==> config.mk <==
export PLATFORM = sky130hd
export DESIGN_NAME = sad_search_sequencer_flat
export DESIGN_NICKNAME = d
export VERILOG_FILES = /design/src/rtl/sad_search_sequencer_pkg.sv /design/src/rtl/sad_search_sequencer_if.sv /design/src/rtl/sad_pos_gen.sv /design/src/rtl/sad_search_sequencer.sv /design/src/flat_wrapper.sv
export SDC_FILE = /design/constraint.sdc
export NUM_CORES = 1
export LEC_CHECK = 0
export ABC_CLOCK_PERIOD_IN_PS = 8600
export BUFFER_PORTS_ARGS = -buffer_cell sky130_fd_sc_hd__buf_4
export CORE_ASPECT_RATIO = 0.9
export CORE_MARGIN = 2
export CORE_UTILIZATION = 34
export CTS_BUF_LIST = sky130_fd_sc_hd__clkbuf_8
export CTS_CLUSTER_DIAMETER = 120
export DETAILED_ROUTE_END_ITERATION = 8
export SETUP_SLACK_MARGIN = 0.02
export SYNTH_ARGS = -nofsm -noshare
export SYNTH_HDL_FRONTEND = slang
export SYNTH_SLANG_ARGS = --single-unit
==> constraint.sdc <==
create_clock -name clk -period 8.6 [get_ports clk]
set_clock_uncertainty 0.1 [all_clocks]
set_input_delay 1.29 -clock clk [delete_from_list [all_inputs] [get_ports clk]]
set_output_delay 1.29 -clock clk [all_outputs]
set_load 0.05 [all_outputs]
==> src/rtl/sad_search_sequencer_pkg.sv <==
// Shared definitions for the SAD window search sequencer: sizes, state encoding, address helper.
package sad_defs;

    localparam int unsigned WIN     = 4;
    localparam int unsigned DIM_W   = 8;
    localparam int unsigned ADDR_W  = 32;
    localparam int unsigned SAD_W   = 32;
    localparam int unsigned MAX_OUT = 4;
    localparam int unsigned PROD_W  = 2 * DIM_W;

    localparam logic [SAD_W-1:0] SAD_MAX = '1;

    typedef enum logic [1:0] {
        IDLE  = 2'd0,
        ISSUE = 2'd1,
        DRAIN = 2'd2,
        DONE  = 2'd3
    } state_t;

    // Word-per-pixel byte address of window origin (x,y); row product kept at 2*DIM_W bits.
    function automatic logic [ADDR_W-1:0] win_addr(input logic [ADDR_W-1:0] base,
                                                   input logic [DIM_W-1:0]  w,
                                                   input logic [DIM_W-1:0]  x,
                                                   input logic [DIM_W-1:0]  y);
        logic [PROD_W-1:0] row;
        row = PROD_W'(y) * PROD_W'(w);
        return base + ((ADDR_W'(row) + ADDR_W'(x)) << 2);
    endfunction

endpackage

==> src/rtl/sad_search_sequencer_if.sv <==
// Search-control bus between the sequencer (master) and decode / SAD pipeline (slave).
interface sad_search_sequencer_if;
    import sad_defs::*;

    logic              start;
    logic [DIM_W-1:0]  cfg_w;
    logic [DIM_W-1:0]  cfg_h;
    logic [ADDR_W-1:0] base_addr;
    logic              issue_valid;
    logic              issue_ready;
    logic [ADDR_W-1:0] issue_addr;
    logic [DIM_W-1:0]  issue_x;
    logic [DIM_W-1:0]  issue_y;
    logic              result_valid;
    logic [SAD_W-1:0]  result_sad;
    logic              busy;
    logic              done;
    logic              err;
    logic [SAD_W-1:0]  min_sad;
    logic [DIM_W-1:0]  min_x;
    logic [DIM_W-1:0]  min_y;

    modport master (
        input  start, cfg_w, cfg_h, base_addr, issue_ready, result_valid, result_sad,
        output issue_valid, issue_addr, issue_x, issue_y, busy, done, err, min_sad, min_x, min_y
    );

    modport slave (
        output start, cfg_w, cfg_h, base_addr, issue_ready, result_valid, result_sad,
        input  issue_valid, issue_addr, issue_x, issue_y, busy, done, err, min_sad, min_x, min_y
    );

endinterface

==> src/rtl/sad_pos_gen.sv <==
// Serpentine candidate-position counter: even rows walk x up, odd rows walk x down.
module sad_pos_gen
    import sad_defs::*;
(
    input  logic             clk,
    input  logic             rst_n,
    input  logic             load,
    input  logic             advance,
    input  logic [DIM_W-1:0] lim_x,
    input  logic [DIM_W-1:0] lim_y,
    output logic [DIM_W-1:0] x,
    output logic [DIM_W-1:0] y,
    output logic [DIM_W-1:0] x_nxt_c,
    output logic [DIM_W-1:0] y_nxt_c,
    output logic             last_c
);

    logic rev;
    logic rev_nxt;
    logic row_end;

    // Advancing past the last position holds it, so the final address stays on the bus.
    always_comb begin
        row_end = rev ? (x == '0) : (x == lim_x);
        last_c  = row_end && (y == lim_y);
        x_nxt_c = x;
        y_nxt_c = y;
        rev_nxt = rev;
        if (load) begin
            x_nxt_c = '0;
            y_nxt_c = '0;
            rev_nxt = 1'b0;
        end else if (advance && !last_c) begin
            if (row_end) begin
                y_nxt_c = y + DIM_W'(1);
                rev_nxt = !rev;
            end else if (rev) begin
                x_nxt_c = x - DIM_W'(1);
            end else begin
                x_nxt_c = x + DIM_W'(1);
            end
        end
    end

    always_ff @(posedge clk or negedge rst_n) begin
        if (!rst_n) begin
            x   <= '0;
            y   <= '0;
            rev <= 1'b0;
        end else begin
            x   <= x_nxt_c;
            y   <= y_nxt_c;
            rev <= rev_nxt;
        end
    end

endmodule

==> src/rtl/sad_search_sequencer.sv <==
// SAD window search controller: issues window requests, retires results in order, tracks the minimum.
// Optional SAD_EARLY_EXIT_EN: a retired zero SAD during ISSUE stops further issue.
module sad_search_sequencer
    import sad_defs::*;
(
    input  logic                  clk,
    input  logic                  rst_n,
    sad_search_sequencer_if.master bus
);

    localparam int unsigned OUT_W = $clog2(MAX_OUT + 1);
    localparam int unsigned PTR_W = (MAX_OUT > 1) ? $clog2(MAX_OUT) : 1;

    state_t            state;
    state_t            state_nxt;
    logic [DIM_W-1:0]  cfg_w_q;
    logic [DIM_W-1:0]  cfg_h_q;
    logic [ADDR_W-1:0] base_q;
    logic [OUT_W-1:0]  out_cnt;
    logic [OUT_W-1:0]  out_nxt;
    logic [PTR_W-1:0]  wr_ptr;
    logic [PTR_W-1:0]  rd_ptr;
    logic [DIM_W-1:0]  tag_x [MAX_OUT];
    logic [DIM_W-1:0]  tag_y [MAX_OUT];

    logic              issue_valid_q;
    logic [ADDR_W-1:0] issue_addr_q;
    logic              busy_q;
    logic              done_q;
    logic              err_q;
    logic [SAD_W-1:0]  min_sad_q;
    logic [DIM_W-1:0]  min_x_q;
    logic [DIM_W-1:0]  min_y_q;

    logic              start_ok;
    logic              cfg_bad;
    logic              fire;
    logic              pop;
    logic              stray;
    logic              better;
    logic              early_stop;
    logic [DIM_W-1:0]  pos_x;
    logic [DIM_W-1:0]  pos_y;
    logic [DIM_W-1:0]  x_nxt;
    logic [DIM_W-1:0]  y_nxt;
    logic              last;

    function automatic logic [PTR_W-1:0] ptr_inc(input logic [PTR_W-1:0] p);
        return (p == PTR_W'(MAX_OUT - 1)) ? '0 : p + PTR_W'(1);
    endfunction

    sad_pos_gen u_pos_gen (
        .clk     (clk),
        .rst_n   (rst_n),
        .load    (start_ok),
        .advance (fire),
        .lim_x   (cfg_w_q - DIM_W'(WIN)),
        .lim_y   (cfg_h_q - DIM_W'(WIN)),
        .x       (pos_x),
        .y       (pos_y),
        .x_nxt_c (x_nxt),
        .y_nxt_c (y_nxt),
        .last_c  (last)
    );

    // Handshake decode, outstanding bookkeeping and next state.
    always_comb begin
        start_ok   = (state == IDLE) && bus.start;
        cfg_bad    = (bus.cfg_w < DIM_W'(WIN)) || (bus.cfg_h < DIM_W'(WIN));
        fire       = issue_valid_q && bus.issue_ready;
        pop        = bus.result_valid && (out_cnt != '0);
        stray      = bus.result_valid && (out_cnt == '0);
        better     = pop && (bus.result_sad < min_sad_q);
        out_nxt    = out_cnt + OUT_W'(fire) - OUT_W'(pop);
`ifdef SAD_EARLY_EXIT_EN
        early_stop = pop && (bus.result_sad == '0) && (state == ISSUE);
`else
        early_stop = 1'b0;
`endif
        state_nxt  = state;
        case (state)
            IDLE:    if (start_ok) state_nxt = cfg_bad ? DONE : ISSUE;
            ISSUE:   if ((fire && last) || early_stop) state_nxt = DRAIN;
            DRAIN:   if (out_nxt == '0) state_nxt = DONE;
            DONE:    state_nxt = IDLE;
            default: state_nxt = IDLE;
        endcase
    end

    // Tag FIFO payload: position of each accepted request, consumed in result order.
    always_ff @(posedge clk) begin
        if (fire) begin
            tag_x[wr_ptr] <= pos_x;
            tag_y[wr_ptr] <= pos_y;
        end
    end

    always_ff @(posedge clk or negedge rst_n) begin
        if (!rst_n) begin
            state         <= IDLE;
            cfg_w_q       <= '0;
            cfg_h_q       <= '0;
            base_q        <= '0;
            out_cnt       <= '0;
            wr_ptr        <= '0;
            rd_ptr        <= '0;
            issue_valid_q <= 1'b0;
            issue_addr_q  <= '0;
            busy_q        <= 1'b0;
            done_q        <= 1'b0;
            err_q         <= 1'b0;
            min_sad_q     <= SAD_MAX;
            min_x_q       <= '0;
            min_y_q       <= '0;
        end else begin
            state         <= state_nxt;
            out_cnt       <= out_nxt;
            busy_q        <= (state_nxt == ISSUE) || (state_nxt == DRAIN);
            done_q        <= (state_nxt == DONE);
            issue_valid_q <= (state_nxt == ISSUE) && (out_nxt < OUT_W'(MAX_OUT));
            if (fire) wr_ptr <= ptr_inc(wr_ptr);
            if (pop)  rd_ptr <= ptr_inc(rd_ptr);
            if (start_ok) begin
                cfg_w_q      <= bus.cfg_w;
                cfg_h_q      <= bus.cfg_h;
                base_q       <= bus.base_addr;
                issue_addr_q <= bus.base_addr;
                err_q        <= cfg_bad;
                min_sad_q    <= SAD_MAX;
                min_x_q      <= '0;
                min_y_q      <= '0;
            end else begin
                if (fire)  issue_addr_q <= win_addr(base_q, cfg_w_q, x_nxt, y_nxt);
                if (stray) err_q <= 1'b1;
                if (better) begin
                    min_sad_q <= bus.result_sad;
                    min_x_q   <= tag_x[rd_ptr];
                    min_y_q   <= tag_y[rd_ptr];
                end
            end
        end
    end

    assign bus.issue_valid = issue_valid_q;
    assign bus.issue_addr  = issue_addr_q;
    assign bus.issue_x     = pos_x;
    assign bus.issue_y     = pos_y;
    assign bus.busy        = busy_q;
    assign bus.done        = done_q;
    assign bus.err         = err_q;
    assign bus.min_sad     = min_sad_q;
    assign bus.min_x       = min_x_q;
    assign bus.min_y       = min_y_q;

endmodule

==> src/flat_wrapper.sv <==
// flat-port wrapper written by rule: the top's interface ports become plain ports
module sad_search_sequencer_flat import sad_defs::*;
  (clk, rst_n, bus_start, bus_cfg_w, bus_cfg_h, bus_base_addr, bus_issue_ready, bus_result_valid, bus_result_sad, bus_issue_valid, bus_issue_addr, bus_issue_x, bus_issue_y, bus_busy, bus_done, bus_err, bus_min_sad, bus_min_x, bus_min_y);
  sad_search_sequencer_if bus_i ();
  input  logic clk;
  input  logic rst_n;
  input wire logic [$bits(bus_i.start)-1:0] bus_start;
  input wire logic [$bits(bus_i.cfg_w)-1:0] bus_cfg_w;
  input wire logic [$bits(bus_i.cfg_h)-1:0] bus_cfg_h;
  input wire logic [$bits(bus_i.base_addr)-1:0] bus_base_addr;
  input wire logic [$bits(bus_i.issue_ready)-1:0] bus_issue_ready;
  input wire logic [$bits(bus_i.result_valid)-1:0] bus_result_valid;
  input wire logic [$bits(bus_i.result_sad)-1:0] bus_result_sad;
  output wire logic [$bits(bus_i.issue_valid)-1:0] bus_issue_valid;
  output wire logic [$bits(bus_i.issue_addr)-1:0] bus_issue_addr;
  output wire logic [$bits(bus_i.issue_x)-1:0] bus_issue_x;
  output wire logic [$bits(bus_i.issue_y)-1:0] bus_issue_y;
  output wire logic [$bits(bus_i.busy)-1:0] bus_busy;
  output wire logic [$bits(bus_i.done)-1:0] bus_done;
  output wire logic [$bits(bus_i.err)-1:0] bus_err;
  output wire logic [$bits(bus_i.min_sad)-1:0] bus_min_sad;
  output wire logic [$bits(bus_i.min_x)-1:0] bus_min_x;
  output wire logic [$bits(bus_i.min_y)-1:0] bus_min_y;
  assign bus_i.start = bus_start;
  assign bus_i.cfg_w = bus_cfg_w;
  assign bus_i.cfg_h = bus_cfg_h;
  assign bus_i.base_addr = bus_base_addr;
  assign bus_i.issue_ready = bus_issue_ready;
  assign bus_i.result_valid = bus_result_valid;
  assign bus_i.result_sad = bus_result_sad;
  assign bus_issue_valid = bus_i.issue_valid;
  assign bus_issue_addr = bus_i.issue_addr;
  assign bus_issue_x = bus_i.issue_x;
  assign bus_issue_y = bus_i.issue_y;
  assign bus_busy = bus_i.busy;
  assign bus_done = bus_i.done;
  assign bus_err = bus_i.err;
  assign bus_min_sad = bus_i.min_sad;
  assign bus_min_x = bus_i.min_x;
  assign bus_min_y = bus_i.min_y;
  sad_search_sequencer u_core (.clk(clk), .rst_n(rst_n), .bus(bus_i));
endmodule
==> impl_results.md, run 1 <==
- Yosys reg bits: 222
- Worst R2R Start: u_core.cfg_w_q[5]$_DFFE_PN0P_
- Vias in the first global route: 11,200
- Max-cap violations: 0
- FFs w/ async S/R, synth: 71.17%
- Largest net degree at the start of global routing: 97
- Post-layout nets: 1,857
- Syn Std Cell Area: 14,060 sq um
- WP data required: 8.94 ns
- Hold Crit Class: register to register
- Combinational Power Share: 51.7%
- Share of the core filled with cells: 41.71%
- DRT antenna net count: 0
- Clock latency on the worst-skew pair: 0.57 ns
- Worst Path Buf+Inv: 5
- Final setup fails: 0
- DRT iter0 DRCs: 816
- Htree depth: 2
- Detail Placement HPWL: 27,770 um
- Cells on worst reg2reg path: 30
- First-pass GRT wire length: 61,490 um
- Clock root buffer: clkbuf_8
- Fillcell total: 3,965
- Post-synth EDFFs: 64
- Synthesized netlist cell count: 1,434
- Fin. Hold Viols: 0
- Period utilization: 96.37%
- Post-synth cell types: 68
- Die Wd: 218.4 um
- Vias per cell: 5.132
- Slew HR: 26.40%
- # diodes: 0
- Switching part of the total: 47.06%
- Area delta synth->final: 20.77%
- Sequential area share after synthesis: 42.06%
- Reg2Reg Setup Slack: 0.31 ns
- Initial antenna violation count: 0
- Die Area: 43,010 sq um
- Crit-path max FO: 7
- Die height: 196.9 um
- Gr ovfl total: 0
- Total GRT Usage: 17.89%
- Proportion of layout cells with a drive suffix above 1: 21.88%
- RSZ-0062 raised after global routing: no
- Critical path's top delay family: adder cells
- Sequential Power Share: 31.5%
- Final wirelength: 38,410 um
- Count of clock tree sinks: 222
- Commonest non-fill, non-tap cell in the layout: buf_4
- Max Slew Vio Count: 0
- YS warnings: 0
- Total core area: 40,730 sq um
- Share of total power in the clock network: 16.8%
- Status: completed
- Most frequent cells in the layout: buf_4, nand2_1, inv_1
- Initial Util: 34.53%
- Leak: 0.008077 uW
- Worst VDD drop: 0.2332 mV
- Fmax: 120.7 MHz
- Site row count: 70
- Top-Level Pins: 185
- Setup_tns: 0 ns
- Setup CP Type: register to register
- CTS Hold Bufs: 0
- Synth Flop Type: dfrtp_1
- Crit path time final: 8.288 ns
- Syn_nets: 1,672
- Net Switching: 2852 uW
- CTS tree: built
- Crit end category: register
- Drc violations: 0
- Input/output buffers: 184
- Internal power: 3208 uW
- Max incr delay on CP: 0.58 ns
- Worst slew pin tran: 1.100 ns
- Syn Area/Cell: 9.807 sq um
- CTS Buf Count: 40
- WHS Path Cells: 2
- Crit path launch type: register
- Initial DRT Pass Iterations: 5
- CP max stage cell: or4_4
- Max Root-Sink Buffers: 3
- Via count: 11,240
- Worst flop-to-flop path endpoint: u_core.bus.issue_addr[20]$_DFFE_PN0P_
- PwrDens: 356.8 nW/um^2
- Hold Crit Endpoint: u_core.base_q[1]$_DFFE_PN0P_
- Worst Hold Launch: u_core.base_q[1]$_DFFE_PN0P_
- RD Place Congestion: 0.8561
- Wire length per cell: 17.54 um
- Critical Path AT: 8.63 ns
- Worst-path clk slew: 0.06 ns
[timing repair]
item,in CTS,in global routing
setup buffers,0,4
endpoints found under the setup margin,0,15
gates resized for setup,0,17
[registers in the layout, summed over array words and instances, names as in the netlist, 2 cells and up]
signal and count:
u_core.tag_x 32, u_core.bus.min_x 8, u_core.tag_y 32, u_core.base_q 32, u_core.u_pos_gen.y 8, u_core.bus.issue_addr 32, u_core.bus.min_y 8, u_core.cfg_h_q 8
u_core.u_pos_gen.x 8, u_core.wr_ptr 2, u_core.state 2, u_core.cfg_w_q 8, u_core.rd_ptr 2, u_core.bus.min_sad 32, u_core.out_cnt 3
[worst register-to-register path: cells and delay by family (launching register included)]
family                   cells  cell delay [ns]
adder cells (fa/ha/maj)      6             2.76
AND/OR/NAND/NOR              9             2.40
AO/OA/AOI/OAI                7             1.47
buffers and inverters        5             0.55
flip-flops                   1             0.46
XOR/XNOR                     3             0.43
[per-layer routing]
layer	vias up	wire length, um	global-route usage, %
li1	5360	-	-
met1	5524	17670	24.88
met2	304	18140	29.04
met3	52	1893	2.917
met4	0	697	4.460
met5	-	0	0
[area by class of cell]
type                            count  area (sq um)  share of cell area, %
Multi-Input combinational cell   1031          7576                  44.60
Tap cell                          540         675.6                  3.978
Timing Repair Buffer              210          1580                  9.304
Inverter                          114         427.9                  2.519
Sequential cell                   222          5917                  34.84
Clock buffer                       45         619.3                  3.646
Clock inverter                     28         188.9                  1.112
[per-stage QoR]
stage	instances	power, uW	instance area, sq um	setup slack (ns)	hold slack [ns]
after floorplan	1434	4085	14060	0.5616	0.3403
after global placement	2113	5013	16050	0.3049	0.3584
after detailed placement	2113	5068	16050	0.05711	0.3605
after CTS	2186	6122	16860	0.05511	0.3752
after global routing	2190	6508	16990	0.005238	0.4137
final	2190	6060	16990	0.3122	0.3730
[worst max path at each step]
stage	start	end	slack (ns)	cells past startpoint
CTS	u_core.cfg_w_q[2]$_DFFE_PN0P_	u_core.bus.issue_addr[20]$_DFFE_PN0P_	0.06	30
floorplan	u_core.u_pos_gen.x[6]$_DFF_PN0_	u_core.bus.issue_addr[20]$_DFFE_PN0P_	0.56	28
global route	u_core.cfg_w_q[5]$_DFFE_PN0P_	u_core.bus.issue_addr[20]$_DFFE_PN0P_	0.005	30
finish	u_core.cfg_w_q[5]$_DFFE_PN0P_	u_core.bus.issue_addr[20]$_DFFE_PN0P_	0.31	30
detailed placement	u_core.cfg_w_q[2]$_DFFE_PN0P_	u_core.bus.issue_addr[20]$_DFFE_PN0P_	0.06	30
global placement	u_core.cfg_w_q[5]$_DFFE_PN0P_	u_core.bus.issue_addr[20]$_DFFE_PN0P_	0.30	28
[cell usage after synthesis, types with 11 or more instances]
| master | instances | area share, % |
|---|---|---|
| nor2_1 | 108 | 2.9 |
| fa_1 | 47 | 6.7 |
| ha_1 | 106 | 9.4 |
| dfstp_2 | 32 | 6.0 |
| a21o_1 | 26 | 1.4 |
| dfrtp_1 | 126 | 22 |
| a31o_2 | 11 | 0.69 |
| nand3_1 | 118 | 4.2 |
| mux2i_1 | 26 | 1.9 |
| clkbuf_1 | 59 | 1.6 |
| edfxtp_1 | 64 | 14 |
| or2_1 | 12 | 0.53 |
| o21ai_0 | 88 | 3.1 |
| mux4_2 | 16 | 2.6 |
| inv_1 | 113 | 3.0 |
| xnor2_1 | 39 | 2.4 |
| xor2_1 | 15 | 0.93 |
| nand2_1 | 176 | 4.7 |
| nor3_1 | 25 | 0.89 |
| and3_1 | 22 | 0.98 |
| a21oi_1 | 65 | 2.3 |
[logic make-up (layout without fill, tap and decap cells)]
group	after synthesis	after routing	share of synthesized area [%]
flops	222	222	42.06
compound gates	253	253	11.51
xor+xnor	54	54	3.363
buf+inv	181	397	4.955
fa+ha+maj	153	153	16.12
mux	45	45	4.653
simple gates	526	526	17.33
[power groups by stage]
| stage | Clock (uW) | Combinational (uW) | Sequential (uW) |
|---|---|---|---|
| floorplan | 0 | 1550 | 2540 |
| global placement | 0 | 3100 | 1910 |
| detailed placement | 0 | 3140 | 1930 |
| CTS | 1050 | 3160 | 1910 |
| global route | 1100 | 3440 | 1970 |
| finish | 1020 | 3130 | 1910 |
Power figures use the tool's default switching activity.
==> run 2, diff against run 1 <==
CTS_BUF_LIST = sky130_fd_sc_hd__clkbuf_16   (was sky130_fd_sc_hd__clkbuf_8)
==> run 2 against run 1 <==
Against the previous run: fmax up 0.73%; first-iteration DRC count down 0.61%; final cell count down 1.1%.
==> impl_results.md, run 2 (synthesis gave the netlist of run 1 again) <==
- Most common cell on crit path: fa_1
- Die Area: 43,010 sq um
- CP max stage cell: or4_4
- Status: completed
- Worst VDD drop: 0.2292 mV
- Max Root-Sink Buffers: 3
- Setup_tns: 0 ns
- DRT iter0 DRCs: 811
- Worst slew pin tran: 1.117 ns
- Total core area: 40,730 sq um
- Tot Pwr: 6082 uW
- DRT met1 WL: 17,480 um
- Gr ovfl total: 0
- Hold Crit Class: register to register
- Metal2 WL: 18,300 um
- Slew HR: 25.24%
- Htree depth: 1
- Detail Placement HPWL: 27,770 um
- Fmax: 121.5 MHz
- Die Wd: 218.4 um
- Crit end category: register
- Worst-path clk slew: 0.06 ns
- Total GRT Usage: 17.75%
- CTS Buf Count: 25
- Vias per cell: 5.160
- Critical Path AT: 8.55 ns
- Proportion of layout cells with a drive suffix above 1: 21.57%
- Site row count: 70
- Input/output buffers: 184
- Vias in the first global route: 11,031
- Max incr delay on CP: 0.59 ns
- Clock root buffer: clkbuf_16
- Die height: 196.9 um
- Initial DRT Pass Iterations: 5
- RD Place Congestion: 0.8561
- Area delta synth->final: 20.90%
- CTS tree: built
- Initial Util: 34.53%
- WP data required: 8.92 ns
- Post-layout nets: 1,846
- Count of clock tree sinks: 222
- Top-Level Pins: 185
- Crit path launch type: register
- Period utilization: 95.67%
- Fin. Hold Viols: 0
- PwrDens: 357.7 nW/um^2
- Largest net degree at the start of global routing: 97
- Crit-path max FO: 7
- Max-cap violations: 0
- Met3 WL: 1860 um
- Initial antenna violation count: 0
- Drc violations: 0
- Clock latency on the worst-skew pair: 0.55 ns
- Leak: 0.008029 uW
- First-pass GRT wire length: 61,170 um
- Most frequent cells in the layout: buf_4, nand2_1, dfrtp_1
- Final wirelength: 38,270 um
- Commonest non-fill, non-tap cell in the layout: buf_4
- Top Layer Used: met4
- DRT antenna net count: 0
- Final setup fails: 0
- Crit path time final: 8.227 ns
- Via count: 11,182
- # diodes: 0
- Max Slew Vio Count: 0
- Wire length per cell: 17.66 um
- Setup CP Type: register to register
-- run 2: cell types whose count changed in the layout (fill, tap and decap cells not counted), moves of 2 or more --
cell,change
clkinvlp_4,+3
clkbuf_16,+25
dfrtp_1,-2
clkbuf_8,-45
buf_4,+4
inv_1,-9
dfrtp_2,+2
-- run 2: repair_timing --
| action | CTS | global route |
|---|---|---|
| resized for setup | 0 | 22 |
| hold buffers | 0 | 0 |
| endpoints found under the setup margin | 0 | 15 |
| setup buffers | 0 | 8 |
-- run 2: where the power goes --
group	total [uW]	switching, uW	internal (uW)
logic	3150	2030	1110
registers	1910	352	1550
clock network	1030	460	567
-- run 2: metal layers --
metal  vias up  track usage, %
met2       296           29.18
met1      5509           24.87
met4         0           3.653
li1       5339               -
met5         -               0
met3        38           2.593
-- run 2: critical path: cells and delay by family (launching register included) --
kind / cells / cell delay [ns]
buf+inv: 5 / 0.55
simple gates: 10 / 2.80
xor+xnor: 3 / 0.43
fa+ha+maj: 6 / 2.69
compound gates: 4 / 1.11
flops: 1 / 0.43
-- run 2: per-stage QoR --
| step | hold WS [ns] | std cells | instance area [sq um] | worst slack, ns | utilization (%) |
|---|---|---|---|---|---|
| final | 0.3732 | 2167 | 17000 | 0.3725 | 41.75 |
| after global routing | 0.4147 | 2167 | 17000 | -0.01037 | 41.75 |
| after CTS | 0.3757 | 2159 | 16830 | 0.04652 | 41.31 |
| after detailed placement | 0.3605 | 2113 | 16050 | 0.05711 | 39.40 |
| after global placement | 0.3584 | 2113 | 16050 | 0.3049 | 39.40 |
| after floorplan | 0.3403 | 1434 | 14060 | 0.5616 | - |
-- run 2: layout make-up --
class	count	area (sq um)
inverters	114	427.9
repair buffers	214	1610
clock inverters	21	152.6
flip-flops and latches	222	5919
well taps	540	675.6
fillers	3948	23720
multi-input cells	1031	7591
clock buffers	25	625.6
-- run 2: worst paths after layout --
check | startpoint | end | slack [ns] | depth (start not counted)
setup / recovery | u_core.cfg_w_q[5]$_DFFE_PN0P_ | u_core.bus.issue_addr[20]$_DFFE_PN0P_ | 0.37 | 28
hold / removal | u_core.base_q[1]$_DFFE_PN0P_ | u_core.base_q[1]$_DFFE_PN0P_ | 0.37 | 2
min in group asynchronous | rst_n | u_core.rd_ptr[1]$_DFFE_PN0P_ | 0.78 | 1
setup reg to reg | u_core.cfg_w_q[5]$_DFFE_PN0P_ | u_core.bus.issue_addr[20]$_DFFE_PN0P_ | 0.37 | 28
max in group asynchronous | rst_n | u_core.bus.issue_addr[10]$_DFFE_PN0P_ | 6.29 | 2
hold reg to reg | u_core.base_q[1]$_DFFE_PN0P_ | u_core.base_q[1]$_DFFE_PN0P_ | 0.37 | 2
